`src/rtl/ram_arb_pkg.sv`:
```
// Shared types for the RAM arbiter: FSM state encoding and RAM command-frame opcodes.
package ram_arb_pkg;

  typedef enum logic [2:0] {
    IDLE    = 3'd0,
    WR_ADDR = 3'd1,
    WR_DATA = 3'd2,
    RD_ADDR = 3'd3,
    RD_DATA = 3'd4,
    RD_WAIT = 3'd5,
    DONE    = 3'd6
  } state_e;

  localparam logic [1:0] CMD_WR_ADDR = 2'b00;
  localparam logic [1:0] CMD_WR_DATA = 2'b01;
  localparam logic [1:0] CMD_RD_ADDR = 2'b10;
  localparam logic [1:0] CMD_RD_DATA = 2'b11;

  function automatic logic [9:0] make_frame(input logic [1:0] op, input logic [7:0] payload);
    return {op, payload};
  endfunction

endpackage

```
`src/rtl/rr_arbiter.sv`:
```
// Combinational round-robin winner select: first set request scanning upward from ptr_i+1.
module rr_arbiter
  import ram_arb_pkg::*;
#(
  parameter int NUM_REQ = 2,
  parameter int IDW     = $clog2(NUM_REQ)
) (
  input  logic [NUM_REQ-1:0] req_i,
  input  logic [IDW-1:0]     ptr_i,
  output logic               gnt_valid_o,
  output logic [IDW-1:0]     gnt_id_o
);

  logic [IDW-1:0] idx_s;

  // Scan all requesters once, starting just after the last served one
  always_comb begin
    gnt_valid_o = 1'b0;
    gnt_id_o    = '0;
    idx_s       = '0;
    for (int i = 1; i <= NUM_REQ; i++) begin
      idx_s = IDW'((int'(ptr_i) + i) % NUM_REQ);
      if (!gnt_valid_o && req_i[idx_s]) begin
        gnt_valid_o = 1'b1;
        gnt_id_o    = idx_s;
      end else begin
        gnt_valid_o = gnt_valid_o;
      end
    end
  end

endmodule

```
`src/rtl/ram_arbiter.sv`:
```
// Round-robin arbiter sharing a single-port RAM; turns one granted word read/write
// at a time into the RAM's 10-bit command-frame sequence and collects the read result.
module ram_arbiter
  import ram_arb_pkg::*;
#(
  parameter int NUM_REQ = 2,
  parameter int TIMEOUT = 15
) (
  input  logic                 clk,
  input  logic                 rst_n,
  input  logic [NUM_REQ-1:0]   req,
  input  logic [NUM_REQ-1:0]   we,
  input  logic [NUM_REQ*8-1:0] addr,
  input  logic [NUM_REQ*8-1:0] wdata,
  output logic [NUM_REQ-1:0]   ack,
  output logic                 err,
  output logic [7:0]           rdata,
  output logic                 busy,
  output logic [9:0]           ram_din,
  output logic                 ram_rx_valid,
  input  logic                 ram_tx_valid,
  input  logic [7:0]           ram_dout
);

  localparam int IDW = $clog2(NUM_REQ);
  localparam int CW  = $clog2(TIMEOUT + 1);

  state_e         state_q, state_d;
  logic [IDW-1:0] ptr_q, ptr_d;
  logic [IDW-1:0] id_q, id_d;
  logic [7:0]     addr_q, addr_d;
  logic [7:0]     wdata_q, wdata_d;
  logic [7:0]     rdata_q, rdata_d;
  logic           err_q, err_d;
  logic [CW-1:0]  cnt_q, cnt_d;

  logic           gnt_valid_s;
  logic [IDW-1:0] gnt_id_s;
  logic [7:0]     sel_addr_s;
  logic [7:0]     sel_wdata_s;
  logic           sel_we_s;

  rr_arbiter #(.NUM_REQ(NUM_REQ)) u_rr (
    .req_i       (req),
    .ptr_i       (ptr_q),
    .gnt_valid_o (gnt_valid_s),
    .gnt_id_o    (gnt_id_s)
  );

  // Pull the winner's fields out of the packed request buses
  always_comb begin
    sel_addr_s  = 8'h00;
    sel_wdata_s = 8'h00;
    sel_we_s    = 1'b0;
    for (int i = 0; i < NUM_REQ; i++) begin
      if (IDW'(i) == gnt_id_s) begin
        sel_addr_s  = addr[8*i +: 8];
        sel_wdata_s = wdata[8*i +: 8];
        sel_we_s    = we[i];
      end else begin
        sel_we_s = sel_we_s;
      end
    end
  end

  // State and latched-transaction registers
  always_ff @(posedge clk or negedge rst_n) begin
    if (!rst_n) begin
      state_q <= IDLE;
      ptr_q   <= IDW'(NUM_REQ - 1);
      id_q    <= '0;
      addr_q  <= 8'h00;
      wdata_q <= 8'h00;
      rdata_q <= 8'h00;
      err_q   <= 1'b0;
      cnt_q   <= '0;
    end else begin
      state_q <= state_d;
      ptr_q   <= ptr_d;
      id_q    <= id_d;
      addr_q  <= addr_d;
      wdata_q <= wdata_d;
      rdata_q <= rdata_d;
      err_q   <= err_d;
      cnt_q   <= cnt_d;
    end
  end

  // Next-state and latch updates; requester inputs only matter in IDLE
  always_comb begin
    state_d = state_q;
    ptr_d   = ptr_q;
    id_d    = id_q;
    addr_d  = addr_q;
    wdata_d = wdata_q;
    rdata_d = rdata_q;
    err_d   = err_q;
    cnt_d   = cnt_q;
    case (state_q)
      IDLE: begin
        if (gnt_valid_s) begin
          id_d    = gnt_id_s;
          addr_d  = sel_addr_s;
          wdata_d = sel_wdata_s;
          state_d = sel_we_s ? WR_ADDR : RD_ADDR;
        end else begin
          state_d = IDLE;
        end
      end
      WR_ADDR: state_d = WR_DATA;
      WR_DATA: state_d = DONE;
      RD_ADDR: state_d = RD_DATA;
      RD_DATA: begin
        cnt_d   = '0;
        state_d = RD_WAIT;
      end
      RD_WAIT: begin
        if (ram_tx_valid) begin
          rdata_d = ram_dout;
          state_d = DONE;
        end else if (cnt_q == CW'(TIMEOUT)) begin
          rdata_d = 8'h00;
          err_d   = 1'b1;
          state_d = DONE;
        end else begin
          cnt_d = cnt_q + CW'(1);
        end
      end
      DONE: begin
        ptr_d   = id_q;
        err_d   = 1'b0;
        state_d = IDLE;
      end
      default: state_d = IDLE;
    endcase
  end

  // Moore output decode from registered state and latched fields
  always_comb begin
    ack          = '0;
    err          = 1'b0;
    rdata        = 8'h00;
    busy         = (state_q != IDLE);
    ram_din      = 10'h000;
    ram_rx_valid = 1'b0;
    case (state_q)
      WR_ADDR: begin
        ram_rx_valid = 1'b1;
        ram_din      = make_frame(CMD_WR_ADDR, addr_q);
      end
      WR_DATA: begin
        ram_rx_valid = 1'b1;
        ram_din      = make_frame(CMD_WR_DATA, wdata_q);
      end
      RD_ADDR: begin
        ram_rx_valid = 1'b1;
        ram_din      = make_frame(CMD_RD_ADDR, addr_q);
      end
      RD_DATA: begin
        ram_rx_valid = 1'b1;
        ram_din      = make_frame(CMD_RD_DATA, 8'h00);
      end
      DONE: begin
        ack[id_q] = 1'b1;
        rdata     = rdata_q;
        err       = err_q;
      end
      default: ram_rx_valid = 1'b0;
    endcase
  end

endmodule

```
`config.mk`:
```
export PLATFORM = sky130hd
export DESIGN_NAME = ram_arbiter
export DESIGN_NICKNAME = d
export VERILOG_FILES = /design/src/rtl/ram_arb_pkg.sv /design/src/rtl/rr_arbiter.sv /design/src/rtl/ram_arbiter.sv
export SDC_FILE = /design/constraint.sdc
export NUM_CORES = 1
export LEC_CHECK = 0
export ABC_AREA = 0
export CORE_ASPECT_RATIO = 1.75
export CORE_MARGIN = 3
export CORE_UTILIZATION = 60
export DETAILED_ROUTE_END_ITERATION = 16
export DONT_BUFFER_PORTS = 1
export GPL_TIMING_DRIVEN = 0
export PLACE_DENSITY = 0.76
export SETUP_SLACK_MARGIN = 0.15
export SLEW_MARGIN = 20
export SYNTH_ARGS = -nofsm -noshare
export SYNTH_HDL_FRONTEND = slang
export SYNTH_SLANG_ARGS = --single-unit
```
`constraint.sdc`:
```
create_clock -name clk -period 1.9 [get_ports clk]
set_input_delay 0.285 -clock clk [delete_from_list [all_inputs] [get_ports clk]]
set_output_delay 0.285 -clock clk [all_outputs]
set_load 0.02 [all_outputs]
```
======== After elaboration in Yosys (flattened, before gate mapping) ========
Index checks and enable logic that the tools add are counted.
operators by class
  equality and inequality tests ........... 11
  muxes and demuxes ....................... 31
  magnitude comparators ................... 4
  reduce and logical (&&, ||, !) cells .... 13
  add/sub/neg operators ................... 3
operators with widths
  kind                   count
  $mux W8                5
  $pmux W10 S4           1
  $pmux W3 S6            1
  $mux W1                14
  $eq A3 B3 Y1 const B   3
  $mux W4                2
  $pmux W4 S2            1
  $eq A3 B2 Y1 const B   2
  $lt A1 B2 Y1 const B   3
  $mux W2                3
  $mux W3                2
  $ne A2 B2 Y1 const B   3
  $reduce_and A3 Y1      2
  $reduce_bool A2 Y1     3
  $add A4 B1 Y4 const B  1
  $eq A4 B4 Y1 const B   1
  $reduce_and A2 Y1      2
  $reduce_or A4 Y1       1
  $eq A3 B1 Y1 const B   1
  $logic_not A3 Y1       1
  $ne A3 B3 Y1 const B   1
  $reduce_bool A3 Y1     1
  $add A1 B1 Y1 const B  2
  $logic_and A1 B1 Y1    2
  4 further kinds        4
storage, ports and cells
  word-level logic and storage cells ...... 70
  flip-flop bits (word level) ............. 34
  input port bits ......................... 47
  output and inout bits ................... 23

======== Longest topological paths before layout ========
Gate-level depths: netlist of run 1.
  word-level depth ........................ 11
  depth in mapped cells ................... 6
  mapped depth without buffers ............ 4

======== Cells and area by module ========
A second synthesis of run 1 with hierarchy kept.
unflattened totals
  cells, all modules ...................... 183
  area, all modules ....................... 1840.5 µm²
modules (own cells, without submodules)
  module       area an instance (µm²)  times used  cells an instance
  ram_arbiter  1826.8                  1           181
  rr_arbiter   13.8                    1           2

======== Worst setup path after synthesis of run 1 ========
Ideal clock, no wire load.
  path kind ............................... register to output
  start ................................... register state_q[1]
  end ..................................... output port ram_din[0]
  data arrival time ....................... 1.344 ns
  stages on the path, launching flop included .. 7
  data required time ...................... 1.615 ns
  path slack .............................. 0.271 ns
  cells stage by stage .................... dfrtp_1 > buf_2 > nor2b_1 > buf_2 > buf_2 > a22oi_1 > nor2_1
on the way
  word-level cells in the longest chain between the ends .. 2
  elaborated cells on any way between the ends .. 5
  those cells by class .................... eq/ne (4); mux (1)
ends and longest elaborated chain
  item                                  line                source
  from (decl)                           ram_arbiter.sv:28   state_e state_q, state_d;
  from (signal assigned)                ram_arbiter.sv:78   state_q <= state_d;
  $eq A3 B3 Y1 (tied with other cells)  ram_arbiter.sv:146  case (state_q)
  $pmux W10 S4 *                        ram_arbiter.sv:146
  to (decl)                             ram_arbiter.sv:19   output logic [9:0] ram_din,
Mark *: on every way between the ends. The rest lies on a longest branch, timed or not.

======== Final worst setup path of run 1 ========
  start ................................... register state_q[1]
  end ..................................... register addr_q[1]
on the way
  word-level cells in the longest chain between the ends .. 2
ends and longest elaborated chain
  item                         line               source
  $logic_not A3 Y1             ram_arbiter.sv:99  case (state_q)
  $reduce_and A2 Y1 (no line)  n/a
  to (signal assigned)         ram_arbiter.sv:81  addr_q <= addr_d;
  to (decl)                    ram_arbiter.sv:31  logic [7:0] addr_q, addr_d;
No other way between the ends.
A chain may end at the register's enable or synchronous reset.

==> impl_results.md, run 1 <==
* Rows at 26
* Area grow syn2layout at 21.12%
* Async S/R FF share, synth at 1.000
* Final-report hold violation count at 0
* Half-perimeter wire length of the detailed placement result at 3.171 mm
* Worst path arrival time at 1.96 ns
* Non-Filler Cell Area, Final at 2354 µm²
* CTS sink cnt at 34
* Max-slew violations at 0
* Clk_skew at 0.006460 ns
* Area share of the largest cell type after synthesis at 0.4250
* Layout cells sized above 1 at 0.4681
* Primary flip-flop cell chosen by synthesis mapping: dfrtp_1
* Portion of total power attributed to sequential cells at 0.320
* H-tree level count at 2
* Count leader, synth: dfrtp_1
* Syn Std Cell Area at 1943 µm²
* Maximum net fanout on the critical path at 10
* Number of buffers between clock root and the deepest sink at 2
* CP max stage delay at 0.40 ns
* Placer's final routability congestion estimate at 0.8458
* Number of cells on the worst reg-to-reg path at 6
* Share of the clock period used by the worst path at 0.9407
* Wirelength, routed at 4.690 mm
* Post-Place Cell Area at 1996 µm²
* Chip height at 81.28 µm
* Average wire length per cell after detail routing at 20.39 µm
* Vias in the first global route at 1,596
* Remaining global-route overflow at 0
* Chip Width at 49.02 µm
* Residual DRC count at 0
* Number of antenna violations at the first check in global routing at 0
* First-pass DRT Iterations at 4
* Number of vias per cell at 6.213
* Critical path data required time at 2.07 ns
* Fin crit period at 1.787 ns
* CP delay by family, top: buffers and inverters
* Unrepaired setup endpoints after global routing: yes
* Distinct cells, synth at 41
* Sum of buffers and inverters on the critical path at 3
* Starting DRC count in detailed routing at 56
* Initial Util at 0.6423
* Placeable core region at 3025 µm²
* Ant diodes at 0
* Sort of element at the end of the critical path: register
* Slew @ Worst Pin at 0.4238 ns
* Critical path cell sequence: buf_6 > nor3_1 > and2b_1 > buf_4 > buf_8 > mux2_2
* Post-Synthesis Cells at 173
* Peak supply drop at 1.176 mV
* GRT Util Overall at 0.2492
* Type of the tightest min-delay check: input port to register
* Root Buffer Master: clkbuf_8
* Final Net Count at 236
* Sum of internal, switching and leakage power at 3996 µW
* Crit path kind: register to register
* Maxcap violations at 0
* Average instance area after synthesis at 11.23 µm²
* Proportion of total power due to net switching at 0.4079
* Setup slack after layout at 0.1127 ns
* Destination of the worst register-to-register timing path: addr_q[1]
* TritonCTS Buffers at 5
* Pin count of the biggest net entering global routing at 35
* Post-synthesis cell type with the largest combined area: dfrtp_1
* Worst hold path depth at 1
* Input/output buffers at 0
* Switching power at 1630 µW
* Most common library cells after synthesis: 33 x dfrtp_1, 16 x mux2_2, 14 x mux2_4
* Kind of start point of the critical path: register
* Reg-to-reg startpoint: state_q[1]
* Final-report setup violation count at 0
* Status: finished clean
* Setup slack of the worst register-to-register path at 0.11 ns
* Synthesized Nets at 222
* Count of flip-flops with a built-in enable after synthesis at 0
* Clock network power share at 0.135
* Vias after detailed routing at 1,429
* Pwr dens at 1698 nW/µm²
* Clock tree from TritonCTS: done
* Internal power at 2366 µW
* Accumulated negative setup slack at 0 ns
* Part of the power in combinational logic at 0.545
* Worst setup slack before clock tree synthesis at -0.01784 ns
* WHS Endpoint: rdata_q[0]
* Cell types with the largest area share after synthesis: dfrtp_1 42%, mux2_4 11%, mux2_2 9.3%
* Die footprint at 3984 µm²
* Slowest CP cell: dfrtp_1
* Clock slew at reported path FFs at 0.07 ns
* Beginning of the worst hold path: ram_dout[0]
* Number of nets with antenna violations after routing at 0
* First-pass GRT wire length at 7.507 mm
* Rel. slew slack at 0.7102
* Leak pwr at 0.001059 µW
* Clock latency on the worst-skew pair at 0.29 ns
* Final design utilization at 0.7779
* Number of ports placed on the die boundary at 70
* Part of the Yosys area used for sequential elements at 0.4385
* Highest attainable clock frequency at 559.5 MHz
* Synthesized flop and latch total at 34
* Synth warnings at 0
[repair_timing]
action	4_1_cts	5_1_grt
setup buffers	4	0
endpoints found under the hold margin	34	0
hold buffers	2	0
pin swaps	1	4
gates cloned	0	1
resized for setup	41	18
endpoints found under the setup margin	29	34
[cell type report]
cell class	count	area [µm²]
Multi-Input combinational cell	119	1117
Fill cell	192	671.9
Sequential cell	34	852.1
Tap cell	42	52.55
Clock buffer	8	90.09
Timing Repair Buffer	7	85.08
Buffer	15	137.6
Inverter	5	18.77
[cells by family after synthesis]
logic type,Yosys count,share of synthesized area
fa+ha+maj,2,0.01288
flops,34,0.4385
simple gates,48,0.1294
compound gates,36,0.1410
xor+xnor,1,0.004508
mux,32,0.2112
buf+inv,20,0.06246
[registers in the layout, indices dropped and copies added (netlist names)]
register	count
err_q	1
id_q	1
wdata_q	8
addr_q	8
rdata_q	8
cnt_q	4
ptr_q	1
state_q	3
[how the worst max path moves through the flow]
stage,startpoint,endpoint,slack (ns),cells past startpoint
after CTS,state_q[0],ram_din[0],0.07,6
after detailed placement,state_q[1],ram_din[0],-0.02,6
after global routing,state_q[0],addr_q[1],0.06,6
after floorplan,state_q[1],ram_din[0],0.27,6
final,state_q[1],addr_q[1],0.11,6
after global placement,state_q[1],ram_din[2],0.04,6
[per-stage QoR]
| stage | hold slack, ns | cells |
|---|---|---|
| after floorplan | -0.01059 | 173 |
| after global placement | -0.009754 | 215 |
| after detailed placement | -0.009805 | 215 |
| after CTS | 0.1396 | 229 |
| after global routing | 0.1498 | 230 |
| final | 0.1459 | 230 |
[power groups by stage]
stage	Combinational, µW	Clock, µW	Sequential [µW]
finish	2180	539	1280
global route	2350	587	1310
CTS	1980	556	1250
detailed placement	1700	0	1250
global placement	1640	0	1220
floorplan	1430	0	1190
[cell usage in the layout, fill, tap and decap left out, drive strengths merged, types with 2 or more instances in the layout]
cell type and n:
dfrtp 33, nand3 5, nand2b 3, a31oi 2, a21oi 4, nand2 6, a21o 3, nor2 13
and3 12, a22o 8, clkbuf 13, o22ai 2, mux2 30, nand4b 2, ha 2, buf 16
inv 5, mux2i 2, a22oi 8, nor2b 3
[metal layers]
metal / GRT usage / part of all wire / vias up
met2: 0.4455 / 0.55 / 57
met4: 0.09972 / 0.014 / 0
met3: 0.06606 / 0.060 / 6
li1: - / - / 657
met1: 0.2806 / 0.38 / 709
met5: 0 / 0 / -
Power figures use the tool's default switching activity.
==> inputs of run 2 (changes only) <==
--- a/config.mk
+++ b/config.mk
@@ -17,4 +17,5 @@
 export SLEW_MARGIN = 20
 export SYNTH_ARGS = -nofsm -noshare
 export SYNTH_HDL_FRONTEND = slang
+export SYNTH_HIERARCHICAL = 1
 export SYNTH_SLANG_ARGS = --single-unit
==> impl_results.md, run 2 <==
* Critical path data required time at 1.62 ns (was 2.07 ns)
* Initial Util at 0.6286 (was 0.6423)
* Distinct cells, synth at 39 (was 41)
* Met2 Resource Use GR at 0.4496 (was 0.4455)
* Wirelength, routed at 4.703 mm (was 4.690 mm)
* Share of the clock period used by the worst path at 0.9417 (was 0.9407)
* Max-slew violations at 0 (unchanged)
* Fin crit period at 1.789 ns (was 1.787 ns)
* Pin count of the biggest net entering global routing at 35 (unchanged)
* Vias in the first global route at 1,498 (was 1,596)
* Number of buffers between clock root and the deepest sink at 2 (unchanged)
* Count of flip-flops with a built-in enable after synthesis at 0 (unchanged)
* Die footprint at 3794 µm² (was 3984 µm²)
* Number of ports placed on the die boundary at 70 (unchanged)
* Clk_skew at 0.005839 ns (was 0.006460 ns)
* Final Net Count at 248 (was 236)
* Post-Synthesis Cells at 183 (was 173)
* Clock slew at reported path FFs at 0.06 ns (was 0.07 ns)
* Met1 Track Usage GR at 0.2824 (was 0.2806)
* Remaining global-route overflow at 0 (unchanged)
* Number of antenna violations at the first check in global routing at 0 (unchanged)
* First-pass DRT Iterations at 4 (unchanged)
* Area share of the largest cell type after synthesis at 0.4487 (was 0.4250)
* Chip Width at 47.87 µm (was 49.02 µm)
* Area grow syn2layout at 21.55% (was 21.12%)
* Critical path cell sequence: or3_1 > and2_1 (was buf_6 > nor3_1 > and2b_1 > buf_4 > buf_8 > mux2_2)
* Synthesized Nets at 232 (was 222)
* Average instance area after synthesis at 10.06 µm² (was 11.23 µm²)
* Syn Std Cell Area at 1841 µm² (was 1943 µm²)
* Placer's final routability congestion estimate at 0.8532 (was 0.8458)
* Unrepaired setup endpoints after global routing: yes (unchanged)
* Final-report hold violation count at 0 (unchanged)
* Clock tree from TritonCTS: done (unchanged)
* Leak pwr at 0.0009769 µW (was 0.001059 µW)
* Number of nets with antenna violations after routing at 0 (unchanged)
* Sort of element at the end of the critical path: output pin (was register)
* Cell types with the largest area share after synthesis: dfrtp_1 45%, mux2i_1 9.2%, nor2_1 5.3% (was dfrtp_1 42%, mux2_4 11%, mux2_2 9.3%)
* CTS sink cnt at 34 (unchanged)
* Commonest non-fill, non-tap cell in the layout: dfrtp_1 (unchanged)
* Post-synthesis cell type with the largest combined area: dfrtp_1 (unchanged)
* Peak supply drop at 1.148 mV (was 1.176 mV)
* Average wire length per cell after detail routing at 20.63 µm (was 20.39 µm)
* Slowest CP cell: or3_1 (was dfrtp_1)
* Synth warnings at 6 (was 0)
* CP delay by family, top: simple AND/OR/NAND/NOR gates (was buffers and inverters)
* Kind of start point of the critical path: register (unchanged)
* Placeable core region at 2928 µm² (was 3025 µm²)
* Pwr dens at 1768 nW/µm² (was 1698 nW/µm²)
* Highest attainable clock frequency at 558.9 MHz (was 559.5 MHz)
* Count leader, synth: dfrtp_1 (unchanged)
* First-pass GRT wire length at 6.982 mm (was 7.507 mm)
* Status: finished clean (unchanged)
* Leading cell types in the layout, fill and taps excluded: 30 x dfrtp_1, 18 x a21oi_1, 17 x nor2_1, 17 x mux2i_1 (was 33 x dfrtp_1, 16 x mux2_2, 14 x mux2_4)
* Chip height at 79.27 µm (was 81.28 µm)
* Input/output buffers at 0 (unchanged)
* Most common library cells after synthesis: 33 x dfrtp_1, 26 x nor2_1, 19 x a21oi_1 (was 33 x dfrtp_1, 16 x mux2_2, 14 x mux2_4)
* CP max stage delay at 0.51 ns (was 0.40 ns)
* H-tree level count at 2 (unchanged)
* Worst path arrival time at 1.50 ns (was 1.96 ns)
* Met3 GRT Util at 0.07029 (was 0.06606)
* Starting DRC count in detailed routing at 62 (was 56)
* Layout cells sized above 1 at 0.3300 (was 0.4681)
* Rel. slew slack at 0.6269 (was 0.7102)
* Rows at 26 (unchanged)
* Residual DRC count at 0 (unchanged)
* TritonCTS Buffers at 5 (unchanged)
* Final-report setup violation count at 0 (unchanged)
* Sum of buffers and inverters on the critical path at 0 (was 3)
* Part of the Yosys area used for sequential elements at 0.4630 (was 0.4385)
* Root Buffer Master: clkbuf_8 (unchanged)
* Crit path kind: register to output pin (was register to register)
* Async S/R FF share, synth at 1.000 (unchanged)
* # fillers at 197 (was 192)
* Busiest metal layer after global routing: met2 (unchanged)
* GRT Util Overall at 0.2573 (was 0.2492)
* Maxcap violations at 0 (unchanged)
* Vias after detailed routing at 1,521 (was 1,429)
* Synthesized flop and latch total at 34 (unchanged)
* Clock latency on the worst-skew pair at 0.29 ns (about the same)
* Sum of internal, switching and leakage power at 3956 µW (was 3996 µW)
* Slew @ Worst Pin at 0.5573 ns (was 0.4238 ns)
* Primary flip-flop cell chosen by synthesis mapping: dfrtp_1 (unchanged)
* Half-perimeter wire length of the detailed placement result at 3.159 mm (was 3.171 mm)
* Maximum net fanout on the critical path at 5 (was 10)
* Number of vias per cell at 6.671 (was 6.213)
* Ant diodes at 0 (unchanged)
* Accumulated negative setup slack at 0 ns (unchanged)
* Largest regs: addr_q (8), rdata_q (8), wdata_q (8) (unchanged)
* Type of the tightest min-delay check: input port to register (unchanged)
## run 2: timing repair
action,in CTS,in global routing
gates resized for setup,27,33
setup endpoints to repair,21,29
gates cloned,0,1
endpoints found under the hold margin,34,0
hold buffers,2,0
buffers inserted,3,3
pin swaps,2,8
## run 2: cell type report
| class | instances | area (µm²) | share of cell area |
|---|---|---|---|
| Multi-Input combinational cell | 133 | 1025 | 0.4581 |
| Sequential cell | 34 | 855.8 | 0.3825 |
| Buffer | 13 | 118.9 | 0.05313 |
| Timing Repair Buffer | 9 | 100.1 | 0.04474 |
| Clock buffer | 7 | 86.33 | 0.03859 |
| Tap cell | 28 | 35.03 | 0.01566 |
| Inverter | 3 | 11.26 | 0.005034 |
| Clock inverter | 1 | 5.005 | 0.002237 |
## run 2: final timing paths
path / start / to / slack [ns] / cells after the start
max in group asynchronous: rst_n / ptr_q / 1.21 / 2
setup reg to reg: state_q[1] / rdata_q[7] / 0.22 / 7
setup / recovery: state_q[0] / ram_rx_valid / 0.11 / 2
hold / removal: ram_dout[3] / rdata_q[3] / 0.14 / 1
min in group asynchronous: rst_n / addr_q[4] / 0.45 / 2
hold reg to reg: err_q / err_q / 0.49 / 1
## run 2: logic make-up (layout without fill, tap and decap cells)
kind of cell / count (synthesis) / after routing / synth area share
AO/OA/AOI/OAI: 49 / 49 / 0.1883
adder cells (fa/ha/maj): 2 / 2 / 0.01359
buffers and inverters: 16 / 33 / 0.04758
flip-flops: 34 / 34 / 0.4630
multiplexers: 18 / 18 / 0.09857
AND/OR/NAND/NOR: 64 / 64 / 0.1890
## run 2: report_power, final
group          switching [µW]  internal, µW  total, µW  leakage, µW
clock network             258           292        550    0.0000482
registers                 276          1060       1340     0.000400
logic                    1190           871       2060     0.000528
total                    1730          2230       3960     0.000977
## run 2: worst reg2reg max path: cells and delay by family (launching register included)
family,cells,cell delay (ns)
AOI/OAI and AO/OA,1,0.25
and+or+nand+nor,2,0.29
DFF,1,0.46
buffers and inverters,4,0.56
## run 2: per-layer routing
metal / vias up / share of wire
met5: - / 0
met4: 0 / 0.015
met3: 9 / 0.058
met2: 54 / 0.57
met1: 761 / 0.36
li1: 697 / -
## run 2: stage by stage
stage	hold slack (ns)	worst slack, ns	area, µm²	util	std cells
after floorplan	-0.01059	0.2749	1841	-	183
after global placement	-0.009839	0.06904	1876	0.6406	211
after detailed placement	-0.009865	0.03123	1876	0.6406	211
final	0.1388	0.1108	2237	0.7641	228
after CTS	0.1377	0.1151	2085	0.7120	224
after global routing	0.1309	0.04465	2237	0.7641	228
==> inputs of run 3 (changes only) <==
--- a/config.mk
+++ b/config.mk
@@ -12,7 +12,7 @@
 export DETAILED_ROUTE_END_ITERATION = 16
 export DONT_BUFFER_PORTS = 1
 export GPL_TIMING_DRIVEN = 0
-export PLACE_DENSITY = 0.76
+export PLACE_DENSITY_LB_ADDON = 0.05
 export SETUP_SLACK_MARGIN = 0.15
 export SLEW_MARGIN = 20
 export SYNTH_ARGS = -nofsm -noshare
==> impl_results.md, run 3 (synthesis gave the netlist of run 2 again) <==
* Switching power at 1811 µW (was 1727 µW)
* Busiest metal layer after global routing: met2 (unchanged)
* Vias in the first global route at 1,576 (was 1,498)
* Chip height at 79.27 µm (unchanged)
* Initial Util at 0.6286 (unchanged)
* Pwr dens at 1826 nW/µm² (was 1768 nW/µm²)
* Internal power at 2392 µW (was 2228 µW)
* Slew @ Worst Pin at 0.4214 ns (was 0.5573 ns)
* Met1 Track Usage GR at 0.2912 (was 0.2824)
* Clock latency on the worst-skew pair at 0.28 ns (was 0.29 ns)
* Commonest non-fill, non-tap cell in the layout: dfrtp_1 (unchanged)
* Post-Place Cell Area at 1876 µm² (unchanged)
* Maximum net fanout on the critical path at 5 (unchanged)
* Kind of start point of the critical path: register (unchanged)
* Leak pwr at 0.001007 µW (was 0.0009769 µW)
* Root Buffer Master: clkbuf_8 (unchanged)
* Status: finished clean (unchanged)
* Met3 GRT Util at 0.06349 (was 0.07029)
* Average wire length per cell after detail routing at 20.59 µm (was 20.63 µm)
* Placeable core region at 2928 µm² (unchanged)
* Clk_skew at 0.006426 ns (was 0.005839 ns)
* Area grow syn2layout at 25.02% (was 21.55%)
* Wirelength, routed at 4.776 mm (was 4.703 mm)
* Number of antenna violations at the first check in global routing at 0 (unchanged)
* Cell total after placement at 211 (unchanged)
* Number of non-filler instances in the completed layout at 232 (was 228)
* Portion of total power attributed to sequential cells at 0.315 (was 0.339)
* Die footprint at 3794 µm² (unchanged)
* Half-perimeter wire length of the detailed placement result at 3.214 mm (was 3.159 mm)
* Critical path data required time at 1.62 ns (about the same)
* Final-report hold violation count at 0 (unchanged)
* Accumulated negative setup slack at 0 ns (unchanged)
* Clock network power share at 0.155 (was 0.139)
* Vias after detailed routing at 1,552 (was 1,521)
* Chip Width at 47.87 µm (unchanged)
* Number of buffers between clock root and the deepest sink at 2 (unchanged)
* Highest attainable clock frequency at 561.4 MHz (was 558.9 MHz)
* Share of the clock period used by the worst path at 0.9375 (was 0.9417)
* Unrepaired setup endpoints after global routing: yes (unchanged)
* Maxcap violations at 0 (unchanged)
* Number of ports placed on the die boundary at 70 (unchanged)
* Number of vias per cell at 6.690 (was 6.671)
* Non-Filler Cell Area, Final at 2301 µm² (was 2237 µm²)
* Sort of element at the end of the critical path: output pin (unchanged)
* First-pass GRT wire length at 7.134 mm (was 6.982 mm)
* Pin count of the biggest net entering global routing at 35 (unchanged)
* Final Net Count at 252 (was 248)
* Remaining global-route overflow at 0 (unchanged)
* Type of the tightest min-delay check: input port to register (unchanged)
* Met2 Resource Use GR at 0.4523 (was 0.4496)
* Peak supply drop at 1.083 mV (was 1.148 mV)
* Input/output buffers at 0 (unchanged)
* Fin crit period at 1.781 ns (was 1.789 ns)
* TritonCTS Buffers at 5 (unchanged)
* Rel. slew slack at 0.7178 (was 0.6269)
* Leading cell types in the layout, fill and taps excluded: 31 x dfrtp_1, 18 x a21oi_1, 17 x nor2_1, 17 x mux2i_1, 11 x buf_4 (was 30 x dfrtp_1, 18 x a21oi_1, 17 x nor2_1, 17 x mux2i_1)
* Layout cells sized above 1 at 0.3627 (was 0.3300)
* CTS sink cnt at 34 (unchanged)
* Max-slew violations at 0 (unchanged)
* Number of nets with antenna violations after routing at 0 (unchanged)
* Rows at 26 (unchanged)
* Clock tree from TritonCTS: done (unchanged)
* H-tree level count at 2 (unchanged)
* Starting DRC count in detailed routing at 47 (was 62)
* Residual DRC count at 0 (unchanged)
* # fillers at 183 (was 197)
* Worst path arrival time at 1.50 ns (about the same)
* Final-report setup violation count at 0 (unchanged)
* Part of the power in combinational logic at 0.530 (was 0.522)
* Placer's final routability congestion estimate at 0.8131 (was 0.8532)
* Final hold slack at 0.1327 ns (was 0.1388 ns)
* GRT Util Overall at 0.2620 (was 0.2573)
* First-pass DRT Iterations at 4 (unchanged)
* Ant diodes at 0 (unchanged)
* Proportion of total power due to net switching at 0.4308 (was 0.4367)
* Largest regs: addr_q (8), rdata_q (8), wdata_q (8) (unchanged)
* Crit path kind: register to output pin (unchanged)
* Clock slew at reported path FFs at 0.07 ns (was 0.06 ns)
run 3: layout make-up:
class	instances	area (µm²)	share of cell area
plain buffers	13	115.1	0.05003
clock buffers	5	68.82	0.02991
clock inverters	3	40.04	0.01740
inverters	3	11.26	0.004894
multi-input cells	133	1056	0.4589
flip-flops and latches	34	854.6	0.3714
well taps	28	35.03	0.01523
repair buffers	13	120.1	0.05220
run 3: path summary, 6_finish.rpt:
| check | start | to | slack, ns | cells after the start |
|---|---|---|---|---|
| worst max register to register | state_q[2] | wdata_q[3] | 0.30 | 6 |
| min in group asynchronous | rst_n | rdata_q[0] | 0.45 | 2 |
| max in group asynchronous | rst_n | ptr_q | 1.21 | 2 |
| worst min register to register | err_q | err_q | 0.50 | 1 |
| worst max-delay path | state_q[0] | ram_din[7] | 0.12 | 5 |
| worst min-delay path | ram_dout[6] | rdata_q[6] | 0.13 | 1 |
run 3: what timing repair did:
action / in CTS / in global routing
resized for setup: 28 / 39
setup endpoints to repair: 21 / 30
hold endpoints to repair: 34 / 0
gates cloned: 1 / 0
buffers inserted: 5 / 5
hold buffers: 2 / 0
pin swaps: 2 / 17
run 3: stage by stage:
step	worst slack (ns)	total power [µW]	utilization
final	0.1188	4203	0.7859
after global routing	0.07004	4467	0.7859
after CTS	0.1451	3821	0.7256
after detailed placement	0.01720	2902	0.6406
after global placement	0.04802	2822	0.6406
after floorplan	0.2749	2558	-
run 3: layer usage:
layer | part of all wire | wire length, µm
met5 | 0 | 0
met4 | 0.018 | 85
met3 | 0.064 | 308
met2 | 0.57 | 2709
met1 | 0.35 | 1672
run 3: worst max-delay path: stages, from the launching register on:
cell     delay [ns]
dfrtp_1        0.43
nor2b_1        0.20
buf_4          0.18
buf_6          0.14
a22oi_2        0.07
nor2_4         0.19
run 3: power by group through the flow:
stage | Sequential (µW) | Clock [µW] | Combinational (µW)
after floorplan | 1240 | 0 | 1310
after global placement | 1290 | 0 | 1530
after detailed placement | 1320 | 0 | 1590
after CTS | 1290 | 655 | 1870
after global routing | 1360 | 687 | 2420
final | 1320 | 650 | 2230
